$ cat src/rtl/lif_scan_scheduler_if.sv
// Request/response/result bundle between the LIF scan scheduler and the
// TPPE array. The scheduler is the master; the upstream/consumer side is the slave.
interface lif_scan_scheduler_if #(
  parameter int VMEM_W = 16,
  parameter int IDX_W  = 3
);
  logic              req_valid;
  logic              req_ready;
  logic [IDX_W-1:0]  req_idx;
  logic              resp_valid;
  logic [VMEM_W-1:0] resp_fast_sum;
  logic [VMEM_W-1:0] resp_corr;
  logic              out_valid;
  logic [IDX_W-1:0]  out_idx;
  logic [VMEM_W-1:0] out_vmem;
  logic              out_spike;

  modport master (
    output req_valid, req_idx, out_valid, out_idx, out_vmem, out_spike,
    input  req_ready, resp_valid, resp_fast_sum, resp_corr
  );

  modport slave (
    input  req_valid, req_idx, out_valid, out_idx, out_vmem, out_spike,
    output req_ready, resp_valid, resp_fast_sum, resp_corr
  );
endinterface

$ cat src/rtl/lif_scan_scheduler.sv
// Time-multiplexed LIF update controller: one shared leak/clamp/fire datapath
// walks every neuron in index order per timestep, keeping membrane potentials
// in a small register file (needs a single-cycle clear, so no block RAM).
module lif_scan_scheduler #(
  parameter int VMEM_W   = 16,
  parameter int N_NEURON = 8,
  parameter int IDX_W    = 3
) (
  input  logic                  clk,
  input  logic                  rst_n,
  input  logic                  start,
  input  logic                  clear_all,
  input  logic [VMEM_W-1:0]     leak,
  input  logic [VMEM_W-1:0]     threshold,
  lif_scan_scheduler_if.master  bus,
  output logic                  busy,
  output logic                  done
);

  typedef enum logic [2:0] {S_IDLE, S_REQ, S_WAIT, S_UPDATE, S_DONE} state_t;

  localparam int SW = VMEM_W + 2;

  state_t            state_reg, state_next;
  logic [IDX_W-1:0]  idx_reg, idx_next;
  logic [VMEM_W-1:0] leak_reg, thr_reg, fsum_reg, corr_reg;
  logic [VMEM_W-1:0] vmem_word [N_NEURON];
  logic [VMEM_W-1:0] out_vmem_reg;
  logic [IDX_W-1:0]  out_idx_reg;
  logic              out_valid_reg, out_spike_reg, done_reg;

  logic              idle_free, start_acc, clear_acc, cap, upd, last;
  logic [VMEM_W-1:0] vmem_cur, result, store_val;
  logic [SW-1:0]     sum_s;
  logic              fire;

  // done is registered, so the scan is still "busy" for the cycle it is shown
  assign idle_free = (state_reg == S_IDLE) && !done_reg;
  assign start_acc = idle_free && start;
  assign clear_acc = idle_free && !start && clear_all;
  assign cap       = (state_reg == S_WAIT) && bus.resp_valid;
  assign upd       = (state_reg == S_UPDATE);
  assign last      = (idx_reg == IDX_W'(N_NEURON - 1));

  assign busy          = (state_reg != S_IDLE) || done_reg;
  assign done          = done_reg;
  assign bus.req_idx   = idx_reg;
  assign bus.out_valid = out_valid_reg;
  assign bus.out_idx   = out_idx_reg;
  assign bus.out_vmem  = out_vmem_reg;
  assign bus.out_spike = out_spike_reg;

  // State and scan index register
  always_ff @(posedge clk or negedge rst_n) begin
    if (!rst_n) begin
      state_reg <= S_IDLE;
      idx_reg   <= '0;
    end else begin
      state_reg <= state_next;
      idx_reg   <= idx_next;
    end
  end

  // Next-state, index advance and request strobe
  always_comb begin
    state_next    = state_reg;
    idx_next      = idx_reg;
    bus.req_valid = 1'b0;
    unique case (state_reg)
      S_IDLE: begin
        if (start_acc) begin
          state_next = S_REQ;
          idx_next   = '0;
        end
      end
      S_REQ: begin
        bus.req_valid = 1'b1;
        if (bus.req_ready) state_next = S_WAIT;
      end
      S_WAIT: begin
        if (bus.resp_valid) state_next = S_UPDATE;
      end
      S_UPDATE: begin
        if (last) begin
          state_next = S_DONE;
        end else begin
          idx_next   = idx_reg + 1'b1;
          state_next = S_REQ;
        end
      end
      S_DONE:  state_next = S_IDLE;
      default: state_next = S_IDLE;
    endcase
  end

  // Update arithmetic: two guard bits give room for both overflow and a
  // negative result, so the top bit is the sign and the next one the overflow
  always_comb begin
    vmem_cur = vmem_word[idx_reg];
    sum_s    = {2'b00, vmem_cur} + {2'b00, fsum_reg}
             - {2'b00, leak_reg} - {2'b00, corr_reg};
    if (sum_s[SW-1])
      result = '0;
    else if (sum_s[SW-2])
      result = '1;
    else
      result = sum_s[VMEM_W-1:0];
    fire      = (thr_reg != '0) && (result >= thr_reg);
    store_val = fire ? '0 : result;
  end

  // Per-timestep parameters and per-neuron operand capture
  always_ff @(posedge clk or negedge rst_n) begin
    if (!rst_n) begin
      leak_reg <= '0;
      thr_reg  <= '0;
      fsum_reg <= '0;
      corr_reg <= '0;
    end else begin
      if (start_acc) begin
        leak_reg <= leak;
        thr_reg  <= threshold;
      end
      if (cap) begin
        fsum_reg <= bus.resp_fast_sum;
        corr_reg <= bus.resp_corr;
      end
    end
  end

  // Registered result strobe and end-of-scan pulse
  always_ff @(posedge clk or negedge rst_n) begin
    if (!rst_n) begin
      out_valid_reg <= 1'b0;
      out_spike_reg <= 1'b0;
      out_idx_reg   <= '0;
      out_vmem_reg  <= '0;
      done_reg      <= 1'b0;
    end else begin
      out_valid_reg <= upd;
      done_reg      <= (state_reg == S_DONE);
      if (upd) begin
        out_idx_reg   <= idx_reg;
        out_vmem_reg  <= result;
        out_spike_reg <= fire;
      end
    end
  end

  genvar gi;
  generate
    for (gi = 0; gi < N_NEURON; gi++) begin : g_vmem
      logic [VMEM_W-1:0] entry_reg;
      // One membrane potential: cleared by reset/clear_all, written when scanned
      always_ff @(posedge clk or negedge rst_n) begin
        if (!rst_n)
          entry_reg <= '0;
        else if (clear_acc)
          entry_reg <= '0;
        else if (upd && (idx_reg == IDX_W'(gi)))
          entry_reg <= store_val;
      end
      assign vmem_word[gi] = entry_reg;
    end
  endgenerate

endmodule

$ cat src/flat_wrapper.sv
// flat-port wrapper written by rule: the top's interface ports become plain ports
module lif_scan_scheduler_flat 
#(
  parameter int VMEM_W   = 16,
  parameter int N_NEURON = 8,
  parameter int IDX_W    = 3
)
  (clk, rst_n, start, clear_all, leak, threshold, busy, done, bus_req_valid, bus_req_idx, bus_out_valid, bus_out_idx, bus_out_vmem, bus_out_spike, bus_req_ready, bus_resp_valid, bus_resp_fast_sum, bus_resp_corr);
  lif_scan_scheduler_if #(.VMEM_W(VMEM_W), .IDX_W(IDX_W)) bus_i ();
  input  logic clk;
  input  logic rst_n;
  input  logic start;
  input  logic clear_all;
  input  logic [VMEM_W-1:0] leak;
  input  logic [VMEM_W-1:0] threshold;
  output logic busy;
  output logic done;
  output wire logic [$bits(bus_i.req_valid)-1:0] bus_req_valid;
  output wire logic [$bits(bus_i.req_idx)-1:0] bus_req_idx;
  output wire logic [$bits(bus_i.out_valid)-1:0] bus_out_valid;
  output wire logic [$bits(bus_i.out_idx)-1:0] bus_out_idx;
  output wire logic [$bits(bus_i.out_vmem)-1:0] bus_out_vmem;
  output wire logic [$bits(bus_i.out_spike)-1:0] bus_out_spike;
  input wire logic [$bits(bus_i.req_ready)-1:0] bus_req_ready;
  input wire logic [$bits(bus_i.resp_valid)-1:0] bus_resp_valid;
  input wire logic [$bits(bus_i.resp_fast_sum)-1:0] bus_resp_fast_sum;
  input wire logic [$bits(bus_i.resp_corr)-1:0] bus_resp_corr;
  assign bus_req_valid = bus_i.req_valid;
  assign bus_req_idx = bus_i.req_idx;
  assign bus_out_valid = bus_i.out_valid;
  assign bus_out_idx = bus_i.out_idx;
  assign bus_out_vmem = bus_i.out_vmem;
  assign bus_out_spike = bus_i.out_spike;
  assign bus_i.req_ready = bus_req_ready;
  assign bus_i.resp_valid = bus_resp_valid;
  assign bus_i.resp_fast_sum = bus_resp_fast_sum;
  assign bus_i.resp_corr = bus_resp_corr;
  lif_scan_scheduler #(.VMEM_W(VMEM_W), .N_NEURON(N_NEURON), .IDX_W(IDX_W)) u_core (.clk(clk), .rst_n(rst_n), .start(start), .clear_all(clear_all), .leak(leak), .threshold(threshold), .bus(bus_i), .busy(busy), .done(done));
endmodule
$ cat config.mk
export PLATFORM = sky130hd
export DESIGN_NAME = lif_scan_scheduler_flat
export DESIGN_NICKNAME = d
export VERILOG_FILES = /design/src/rtl/lif_scan_scheduler_if.sv /design/src/rtl/lif_scan_scheduler.sv /design/src/flat_wrapper.sv
export SDC_FILE = /design/constraint.sdc
export NUM_CORES = 1
export LEC_CHECK = 0
export BUFFER_PORTS_ARGS = -buffer_cell sky130_fd_sc_hd__buf_2
export CORE_UTILIZATION = 40
export CTS_CLUSTER_DIAMETER = 80
export DETAILED_ROUTE_END_ITERATION = 16
export GPL_ROUTABILITY_DRIVEN = 0
export PLACE_DENSITY = 0.66
export SETUP_SLACK_MARGIN = 0.2
export SYNTH_ARGS = -nofsm -noshare
export SYNTH_HDL_FRONTEND = slang
export SYNTH_SLANG_ARGS = --single-unit
$ cat constraint.sdc
create_clock -name clk -period 8.15 [get_ports clk]
set_input_delay 0.815 -clock clk [delete_from_list [all_inputs] [get_ports clk]]
set_output_delay 0.815 -clock clk [all_outputs]
set_load 0.03 [all_outputs]
==> results of run 1 <==
[timing repair]
| action | 4_1_cts | 5_1_grt |
|---|---|---|
| buffers inserted | 10 | 3 |
| setup endpoints to repair | 120 | 129 |
| resized for setup | 8 | 19 |
| pin swaps | 4 | 1 |
[cells in the final DEF (no fill, tap or decap), types with 6 or more instances in the layout]
cell,instances
clkbuf_16,24
a32o_1,50
xor2_1,7
dfrtp_1,219
fa_1,17
o21a_1,9
buf_4,55
o21ai_0,34
nor3_1,7
o211ai_1,7
mux2_2,63
o31ai_1,11
xnor2_1,14
a21o_1,9
nand3_1,15
a22o_1,71
buf_2,95
a21oi_2,7
ha_1,53
nor2_1,25
nand2_1,109
mux4_2,32
a21oi_1,38
inv_1,61
or3_1,6
[worst max-delay path by stage]
stage                                            from                                          to  slack, ps  depth (start not counted)
floorplan           u_core.bus.req_idx[0]$_DFFE_PN0P_  u_core.g_vmem[6].entry_reg[12]$_DFFE_PN0P_        260                         34
global placement    u_core.bus.req_idx[0]$_DFFE_PN0P_  u_core.g_vmem[7].entry_reg[15]$_DFFE_PN0P_         80                         29
detailed placement  u_core.bus.req_idx[0]$_DFFE_PN0P_  u_core.g_vmem[7].entry_reg[15]$_DFFE_PN0P_       -100                         30
CTS                 u_core.bus.req_idx[0]$_DFFE_PN0P_  u_core.g_vmem[6].entry_reg[13]$_DFFE_PN0P_        290                         33
global route        u_core.bus.req_idx[0]$_DFFE_PN0P_   u_core.g_vmem[5].entry_reg[4]$_DFFE_PN0P_        180                         31
finish              u_core.bus.req_idx[0]$_DFFE_PN0P_   u_core.g_vmem[4].entry_reg[5]$_DFFE_PN0P_        560                         32
[logic make-up after synthesis]
| family | after synthesis |
|---|---|
| mux | 97 |
| simple gates | 214 |
| xor+xnor | 21 |
| compound gates | 273 |
| flops | 220 |
| fa+ha+maj | 71 |
| buf+inv | 119 |
[layer usage]
layer | wire length, um | vias to the layer above | share of wire, %
met3 | 2150 | 41 | 6.7
met1 | 15200 | 4585 | 47
met5 | 0 | - | 0
met4 | 638 | 0 | 2.0
met2 | 14300 | 327 | 44
li1 | - | 4019 | -
[cell type report]
type                            instances  area [um^2]
Tap cell                              384          480
Sequential cell                       220         5510
Fill cell                            2563        14800
Clock inverter                          8          196
Inverter                               62          233
Clock buffer                           30          653
Multi-Input combinational cell        676         5940
Timing Repair Buffer                  156          995
[stage by stage]
step                util (%)  hold WS (ps)  std cells  worst slack, ps  cell area, um^2
CTS                     48.3           284       1533              286            13900
detailed placement      44.8           460       1485            -97.7            12900
global route            48.7           305       1536              180            14000
global placement        44.8           454       1485             81.3            12900
finish                  48.7           266       1536              556            14000
floorplan                  -           443       1015              260            11800
==> flow_summary_export.csv, run 1 <==
group,metric,value,unit
clock_tree,clock_latency,540,ps
die,die_y,173,um
die,core_area,28800,um^2
worst_setup_path,max_stage_delay,500,ps
die,rows,62,
clock_tree,h-tree-depth,1,
synthesis,ys_seq_elements,220,
synthesis,synth-simple-area-share,8.50,%
global_routing,use_met2,32.3,%
synthesis,synth_edf_count,0,
global_routing,grt_pass1_vias,8847,
timing,slew_violations,0,
global_routing,antenna_found_initial,0,
global_routing,gr-total-overflow,0,
timing,min_period,7590,ps
synthesis,yosys_warnings,0,
timing,finalSetupTns,0,ps
timing,tightest_slew,1290,ps
worst_setup_path,worstReg2RegStart,"u_core.bus.req_idx[0]$_DFFE_PN0P_",
die,initial_core_util,40.9,%
die,dieArea,30100,um^2
global_routing,grt_use_total,21.5,%
clock_tree,root_buffer,"clkbuf_16",
synthesis,synth-main-ff-cell,"dfrtp_1",
synthesis,netlist_area,11800,um^2
synthesis,yosys-top-cells-count,"220 x dfrtp_1, 109 x nand2_1, 71 x a22o_1, 63 x mux2_2, 61 x inv_1",
clock_tree,clk_path_buf_depth,3,
timing,setup_viol,0,
worst_setup_path,cp.arrival,8010,ps
global_routing,grt_max_degree,86,
placed_design,numPortBuffers,96,
die,die_w,173,um
placed_design,hpwl,22.4,mm
synthesis,synth_top_cell_by_area,"dfrtp_1",
finish,num-nets-final,1281,
run_status,status,"finished clean",
synthesis,yosysTopAreaCellShare,46.8,%
synthesis,syn_avg_cell_area,11.6,um^2
synthesis,synth_top_family_by_area,"compound AO/OA/AOI/OAI gates",
routing,dr.pass1.iters,6,
routing,drcViolationCount,0,
hold_path,hold_class,"primary input to async pin",
synthesis,yosysMostFrequentCell,"dfrtp_1",
global_routing,grt_use_met1,32.6,%
routing,via_per_inst,5.84,
worst_setup_path,worstReg2RegEnd,"u_core.g_vmem[4].entry_reg[5]$_DFFE_PN0P_",
timing,grt_setup_unrepaired,"no",
global_routing,top_usage_layer,"met1",
clock_tree,clock-sinks,220,
synthesis,synth-xor-area-share,1.56,%
timing,slew_headroom,13.5,%
routing,routedWlPerCell,21.0,um
finish,largest_reg_flops,128,
clock_tree,cts-hold-fix-buffers,0,
synthesis,synthesis.instances,1015,
routing,drtAntennaViolNets,0,
worst_setup_path,end_kind,"flop",
timing,max_freq,0.132,GHz
timing,finalCritPeriodShare,93.2,%
clock_tree,cts_tree,"yes",
worst_setup_path,worst_r2r_path_depth,32,
worst_setup_path,start_kind,"flop",
finish,antenna_cells,0,
timing,finClkSkew,17.4,ps
worst_setup_path,cp_slowest_cell,"dfrtp_2",
die,io_pins,97,
routing,routed_wl,32.2,mm
worst_setup_path,crit_type,"flop to flop",
worst_setup_path,r2r_setup_slack,560,ps
global_routing,grt_pass1_wl,51.1,mm
synthesis,synthArstFlopShare,100,%
synthesis,synth_nets,1156,
worst_setup_path,crit_required,8560,ps
synthesis,synth_seq_area_share,46.8,%
worst_setup_path,critical_path_buf_inv_count,6,
worst_setup_path,crit_path_frequent_cell,"buf_4",
clock_tree,clkTransAtPathRegs,60,ps
routing,vias,8972,
finish,drive_above_1_share,28.0,%
finish,syn2layout_area_growth,19.1,%
synthesis,synthMuxAreaShare,12.3,%
routing,drt-initial-drc-count,943,
synthesis,yosysUniqueCellTypes,61,
clock_tree,cts_made_buffers,24,
flow_run,cap_violations,0,
synthesis,synthAdderAreaFrac,8.64,%
global_routing,grt_use_met3,3.22,%
synthesis,synth-compound-area-share,18.2,%
worst_setup_path,path_delay_family,"compound AO/OA/AOI/OAI gates",
timing,hold_viol_final,0,
synthesis,synth_area_leaders,"dfrtp_1 47%, mux4_2 6.1%, mux2_2 6.0%, ha_1 5.7%, a22o_1 5.3%",
worst_setup_path,worst-path-max-fanout,46,
Power of run 1 is not shown: default switching activity piles up to over one toggle a cycle in this logic, so the estimate is an artifact.
==> run 2: changes to the inputs <==
--- a/config.mk
+++ b/config.mk
@@ -10,7 +10,8 @@
 export CTS_CLUSTER_DIAMETER = 80
 export DETAILED_ROUTE_END_ITERATION = 16
 export GPL_ROUTABILITY_DRIVEN = 0
-export PLACE_DENSITY = 0.66
+export PLACE_DENSITY_LB_ADDON = 0.3
+export REMOVE_ABC_BUFFERS = 1
 export SETUP_SLACK_MARGIN = 0.2
 export SYNTH_ARGS = -nofsm -noshare
 export SYNTH_HDL_FRONTEND = slang
==> constraint.sdc (replaced) <==
create_clock -name clk -period 8.15 [get_ports clk]
set_input_delay 0.4075 -clock clk [delete_from_list [all_inputs] [get_ports clk]]
set_output_delay 0.4075 -clock clk [all_outputs]
set_load 0.03 [all_outputs]
==> run 2 against run 1 <==
Largest cell class unchanged. Global-route usage rose by 0.13 points. Die area unchanged. Core utilization rose by 1.0 points. Highest routed layer unchanged. Sequential share of layout area down 0.79 points. Wire length hardly changed. Clock skew is 7.0 ps lower. Critical path depth unchanged. Worst hold slack worse by 190 ps. Final cell count up 2.0%.
==> flow_summary_export.csv, run 2 (synthesis gave the netlist of run 1 again) <==
group,metric,value,unit
finish,drive_above_1_share,29.8,%
die,dieArea,30100,um^2
global_routing,grt_max_degree,101,
timing,fin_ws,567,ps
worst_setup_path,worst-path-max-fanout,15,
worst_setup_path,cp_slowest_cell,"or4_1",
clock_tree,cts_made_buffers,24,
routing,drcViolationCount,0,
global_routing,gr-total-overflow,0,
routing,drt-initial-drc-count,694,
timing,tightest_slew,1380,ps
finish,syn2layout_area_growth,21.6,%
finish,antenna_cells,0,
die,die_y,173,um
routing,routedWlPerCell,20.6,um
hold_path,holdPathStages,3,
timing,finalCritPeriodShare,93.0,%
worst_setup_path,crit_required,8580,ps
finish,num-nets-final,1307,
clock_tree,h-tree-depth,1,
routing,drtAntennaViolNets,0,
finish,layout_commonest_cell,"dfrtp_1",
die,rows,62,
clock_tree,cts_tree,"yes",
clock_tree,root_buffer,"clkbuf_16",
placed_design,numPortBuffers,96,
routing,routed_wl,32.2,mm
timing,slew_violations,0,
finish,largest_reg_flops,128,
die,core_area,28800,um^2
worst_setup_path,max_stage_delay,510,ps
die,die_w,173,um
finish,layout_common_cells,"219 x dfrtp_1, 109 x nand2_1, 95 x buf_2, 74 x buf_4, 71 x a22o_1",
timing,setup_viol,0,
timing,max_freq,0.132,GHz
worst_setup_path,end_kind,"flop",
global_routing,grt_pass1_vias,9106,
timing,hold_viol_final,0,
worst_setup_path,worst_r2r_path_depth,32,
flow_run,cap_violations,0,
hold_path,hold_class,"primary input to flop",
routing,vias,8981,
timing,finClkSkew,10.4,ps
routing,via_per_inst,5.73,
timing,finalSetupTns,0,ps
die,io_pins,97,
global_routing,antenna_found_initial,0,
worst_setup_path,start_kind,"flop",
clock_tree,clock-sinks,220,
global_routing,grt_pass1_wl,51.6,mm
clock_tree,clk_path_buf_depth,3,
routing,dr.pass1.iters,5,
timing,slew_headroom,7.95,%
placed_design,hpwl,22.4,mm
timing,min_period,7580,ps
placed_design,post-place-ws,-189,ps
run_status,status,"finished clean",
timing,grt_setup_unrepaired,"no",
clock_tree,clkTransAtPathRegs,60,ps
worst_setup_path,crit_path_frequent_cell,"buf_4",
worst_setup_path,cp.arrival,8010,ps
global_routing,grt_use_total,21.7,%
die,initial_core_util,40.9,%
clock_tree,clock_latency,540,ps
worst_setup_path,crit_type,"flop to flop",
## run 2: cell types whose count changed in the layout (fill, tap and decap cells not counted), sizes merged
cell	previous run	this run
buf	156	178
clkbuf	30	31
dlygate4sd3	0	1
inv	61	62
a21oi	47	50
clkinv	3	6
## run 2: worst paths after layout
check	from	end	slack (ps)
setup / recovery	u_core.bus.req_idx[0]$_DFFE_PN0P_	u_core.g_vmem[7].entry_reg[15]$_DFFE_PN0P_	570
hold / removal	bus_resp_corr[13]	u_core.corr_reg[13]$_DFFE_PN0P_	80
setup reg to reg	u_core.bus.req_idx[0]$_DFFE_PN0P_	u_core.g_vmem[7].entry_reg[15]$_DFFE_PN0P_	570
hold reg to reg	u_core.g_vmem[6].entry_reg[0]$_DFFE_PN0P_	u_core.g_vmem[6].entry_reg[0]$_DFFE_PN0P_	480
max in group asynchronous	rst_n	u_core.thr_reg[13]$_DFFE_PN0P_	6290
min in group asynchronous	rst_n	u_core.fsum_reg[5]$_DFFE_PN0P_	490
## run 2: what timing repair did
action | CTS | global route
setup endpoints to repair | 107 | 129
hold buffers | 1 | 0
gates cloned | 1 | 2
resized for setup | 7 | 19
hold endpoints to repair | 98 | 0
pin swaps | 4 | 3
setup buffers | 8 | 11
## run 2: per-layer routing
| layer | up-vias | global-route usage (%) | part of all wire [%] |
|---|---|---|---|
| met5 | - | 0 | 0 |
| met4 | 0 | 4.50 | 2.0 |
| met3 | 50 | 4.21 | 7.5 |
| met2 | 349 | 32.2 | 43 |
| met1 | 4492 | 32.7 | 47 |
| li1 | 4090 | - | - |
## run 2: worst max-delay path, delay by kind of cell (launching register included)
| kind | cells | cell delay (ps) |
|---|---|---|
| AOI/OAI and AO/OA | 7 | 1430 |
| adders and majority gates | 4 | 1400 |
| buffers and inverters | 5 | 980 |
| DFF | 1 | 470 |
| muxes | 1 | 490 |
| and+or+nand+nor | 15 | 2680 |
## run 2: metrics by stage
| stage | instance area, um^2 | std cells | utilization (%) | hold WS [ps] |
|---|---|---|---|---|
| final | 14300 | 1567 | 49.7 | 80.2 |
| after global routing | 14300 | 1567 | 49.7 | 78.9 |
| after CTS | 14100 | 1553 | 49.0 | 62.2 |
| after detailed placement | 13000 | 1500 | 45.2 | 464 |
| after global placement | 13000 | 1500 | 45.2 | 470 |
| after floorplan | 11500 | 958 | - | 112 |
## run 2: cell type report
cell class	count	area [um^2]
Timing Repair Buffer	179	1200
Inverter	62	233
Fill cell	2546	14500
Tap cell	384	480
Multi-Input combinational cell	679	5970
Clock buffer	31	687
Clock inverter	12	220
Sequential cell	220	5510
Power of run 2 is left out for the same reason.
==> run 3: changes to the inputs <==
--- a/config.mk
+++ b/config.mk
@@ -6,7 +6,9 @@
 export NUM_CORES = 1
 export LEC_CHECK = 0
 export BUFFER_PORTS_ARGS = -buffer_cell sky130_fd_sc_hd__buf_2
-export CORE_UTILIZATION = 40
+export CELL_PAD_IN_SITES_DETAIL_PLACEMENT = 1
+export CELL_PAD_IN_SITES_GLOBAL_PLACEMENT = 2
+export CORE_UTILIZATION = 37
 export CTS_CLUSTER_DIAMETER = 80
 export DETAILED_ROUTE_END_ITERATION = 16
 export GPL_ROUTABILITY_DRIVEN = 0
==> run 3 against run 2 <==
Largest cell class unchanged. Wire length is 4.5% higher. Setup slack worse by 150 ps. Non-clock buffer count is 7 lower. Register-to-register slack worse by 150 ps. Via count is 0.65% lower. Final cell count is 0.38% higher. Maximum frequency is 1.9% lower. First-iteration DRC count is 27% lower. Clock skew is 2.2 ps higher. Design area is 0.24% higher. Global-route usage is 1.2 points lower. Highest routed layer unchanged.
==> flow_summary_export.csv, run 3 (synthesis gave the netlist of run 1 again) <==
group,metric,value,unit
clock_tree,clock_latency,560,ps
die,initial_core_util,38.0,%
worst_setup_path,crit_type,"flop to flop",
die,die_w,180,um
die,die_y,180,um
timing,grt_setup_unrepaired,"no",
clock_tree,clock-sinks,220,
clock_tree,clk_path_buf_depth,3,
hold_path,hold_class,"primary input to flop",
clock_tree,root_buffer,"clkbuf_16",
routing,drt-initial-drc-count,507,
finish,num-fill-cells,3309,
worst_setup_path,start_kind,"flop",
routing,drcViolationCount,0,
routing,routedWlPerCell,21.4,um
worst_setup_path,worstReg2RegEnd,"u_core.g_vmem[6].entry_reg[6]$_DFFE_PN0P_",
finish,num-nets-final,1300,
finish,seq_area,5510,um^2
timing,min_period,7730,ps
finish,layout_common_cells,"218 x dfrtp_1, 108 x nand2_1, 96 x buf_2, 71 x a22o_1, 63 x mux2_2",
finish,final_area,14300,um^2
worst_setup_path,crit_required,8580,ps
worst_setup_path,worst-path-max-fanout,11,
worst_setup_path,cp_slowest_cell,"mux4_2",
timing,max_freq,0.129,GHz
timing,slew_violations,0,
worst_setup_path,crit_path_frequent_cell,"nand2_1",
worst_setup_path,startpoint,"u_core.bus.req_idx[0]$_DFFE_PN0P_",
die,core_area,30900,um^2
placed_design,placedCellCount,1495,
finish,drive_above_1_share,30.4,%
global_routing,grt_pass1_vias,9336,
worst_setup_path,max_stage_delay,510,ps
hold_path,worstHoldStart,"bus_resp_corr[9]",
worst_setup_path,worst_r2r_path_depth,32,
timing,tightest_slew,954,ps
routing,vias,8923,
die,dieArea,32500,um^2
clock_tree,cts_tree,"yes",
worst_setup_path,critical_path_buf_inv_count,4,
worst_setup_path,cp.arrival,8170,ps
global_routing,gr-total-overflow,0,
routing,dr.pass1.iters,5,
timing,finClkSkew,12.6,ps
clock_tree,h-tree-depth,1,
global_routing,grt_pass1_wl,53.1,mm
routing,via_per_inst,5.67,
timing,slew_headroom,36.3,%
finish,antenna_cells,0,
global_routing,antenna_found_initial,0,
timing,hold_viol_final,0,
finish,largest_reg_flops,128,
run_status,status,"finished clean",
timing,setup_viol,0,
hold_path,hold-path-endpoint,"u_core.corr_reg[9]$_DFFE_PN0P_",
placed_design,hpwl,23.5,mm
finish,instances_no_fill,1573,
routing,routed_wl,33.7,mm
clock_tree,clkTransAtPathRegs,60,ps
hold_path,holdPathStages,3,
finish,syn2layout_area_growth,21.9,%
clock_tree,cts_made_buffers,26,
worst_setup_path,r2r_setup_slack,420,ps
global_routing,grt_use_total,20.5,%
flow_run,cap_violations,0,
die,io_pins,97,
placed_design,numPortBuffers,96,
routing,drtAntennaViolNets,0,
finish,multi_input_area,6020,um^2
finish,layout_commonest_cell,"dfrtp_1",
die,rows,64,
global_routing,grt_max_degree,113,
timing,finalCritPeriodShare,94.9,%
placed_design,placed_area,12900,um^2
worst_setup_path,worstReg2RegStart,"u_core.bus.req_idx[0]$_DFFE_PN0P_",
worst_setup_path,path_delay_family,"compound AO/OA/AOI/OAI gates",
worst_setup_path,end_kind,"flop",
timing,hold_ws,67.2,ps
[run 3: cell count changes in the layout (fill, tap and decap cells not counted), moves of 2 or more]
cell       change
or3_1          -2
bufinv_16      -4
or3_4          +3
clkbuf_1       +5
clkbuf_16      +4
buf_12         +3
a21oi_4        +2
a211oi_4       -4
clkbuf_8       +2
a211oi_2       +4
a21oi_1        -4
buf_4         -14
[run 3: worst max-delay path by stage]
stage / to / depth (start not counted)
2_1_floorplan: u_core.g_vmem[4].entry_reg[10]$_DFFE_PN0P_ / 27
3_3_place_gp: u_core.g_vmem[6].entry_reg[14]$_DFFE_PN0P_ / 29
3_5_place_dp: u_core.g_vmem[4].entry_reg[14]$_DFFE_PN0P_ / 29
4_1_cts: u_core.g_vmem[4].entry_reg[14]$_DFFE_PN0P_ / 30
5_1_grt: u_core.g_vmem[6].entry_reg[6]$_DFFE_PN0P_ / 32
6_report: u_core.g_vmem[6].entry_reg[6]$_DFFE_PN0P_ / 32
[run 3: cell type report]
class	instances	area share [%]
clock buffer	40	5.46
clock inverter	6	0.559
inverter	62	1.62
multi-input combinational	677	42.0
sequential	220	38.4
tap	396	3.46
timing repair buffer	172	8.48
[run 3: worst reg2reg max path, delay by kind of cell, from the launching register on]
kind            cells  cell delay (ps)
simple gates       10             1730
fa+ha+maj           5             1610
xor+xnor            1              150
mux                 1              510
flops               1              410
compound gates     11             2470
buf+inv             4              750
[run 3: through the flow]
| step | utilization, % | setup TNS [ps] | setup WS [ps] |
|---|---|---|---|
| final | 46.4 | 0 | 417 |
| after global routing | 46.4 | 0 | 126 |
| after CTS | 44.8 | 0 | 212 |
| after detailed placement | 41.8 | -30660 | -321 |
| after global placement | 41.8 | -7050 | -120 |
| after floorplan | - | -112490 | -1140 |
[run 3: repair_timing]
action,in CTS,in global routing
gates resized for setup,11,33
setup endpoints to repair,129,129
hold buffers,1,0
gates cloned,0,4
endpoints found under the hold margin,57,0
buffers inserted,1,26
pin swaps,2,10
[run 3: metal layers]
| metal | global-route usage, % | up-vias | routed length, um | part of all wire [%] |
|---|---|---|---|---|
| met5 | 0 | - | 0 | 0 |
| met1 | 28.8 | 4585 | 15600 | 46 |
| met2 | 33.3 | 214 | 16000 | 47 |
| li1 | - | 4074 | - | - |
| met4 | 5.54 | 0 | 754 | 2.2 |
| met3 | 2.61 | 50 | 1340 | 4.0 |
Power of run 3 is left out for the same reason.
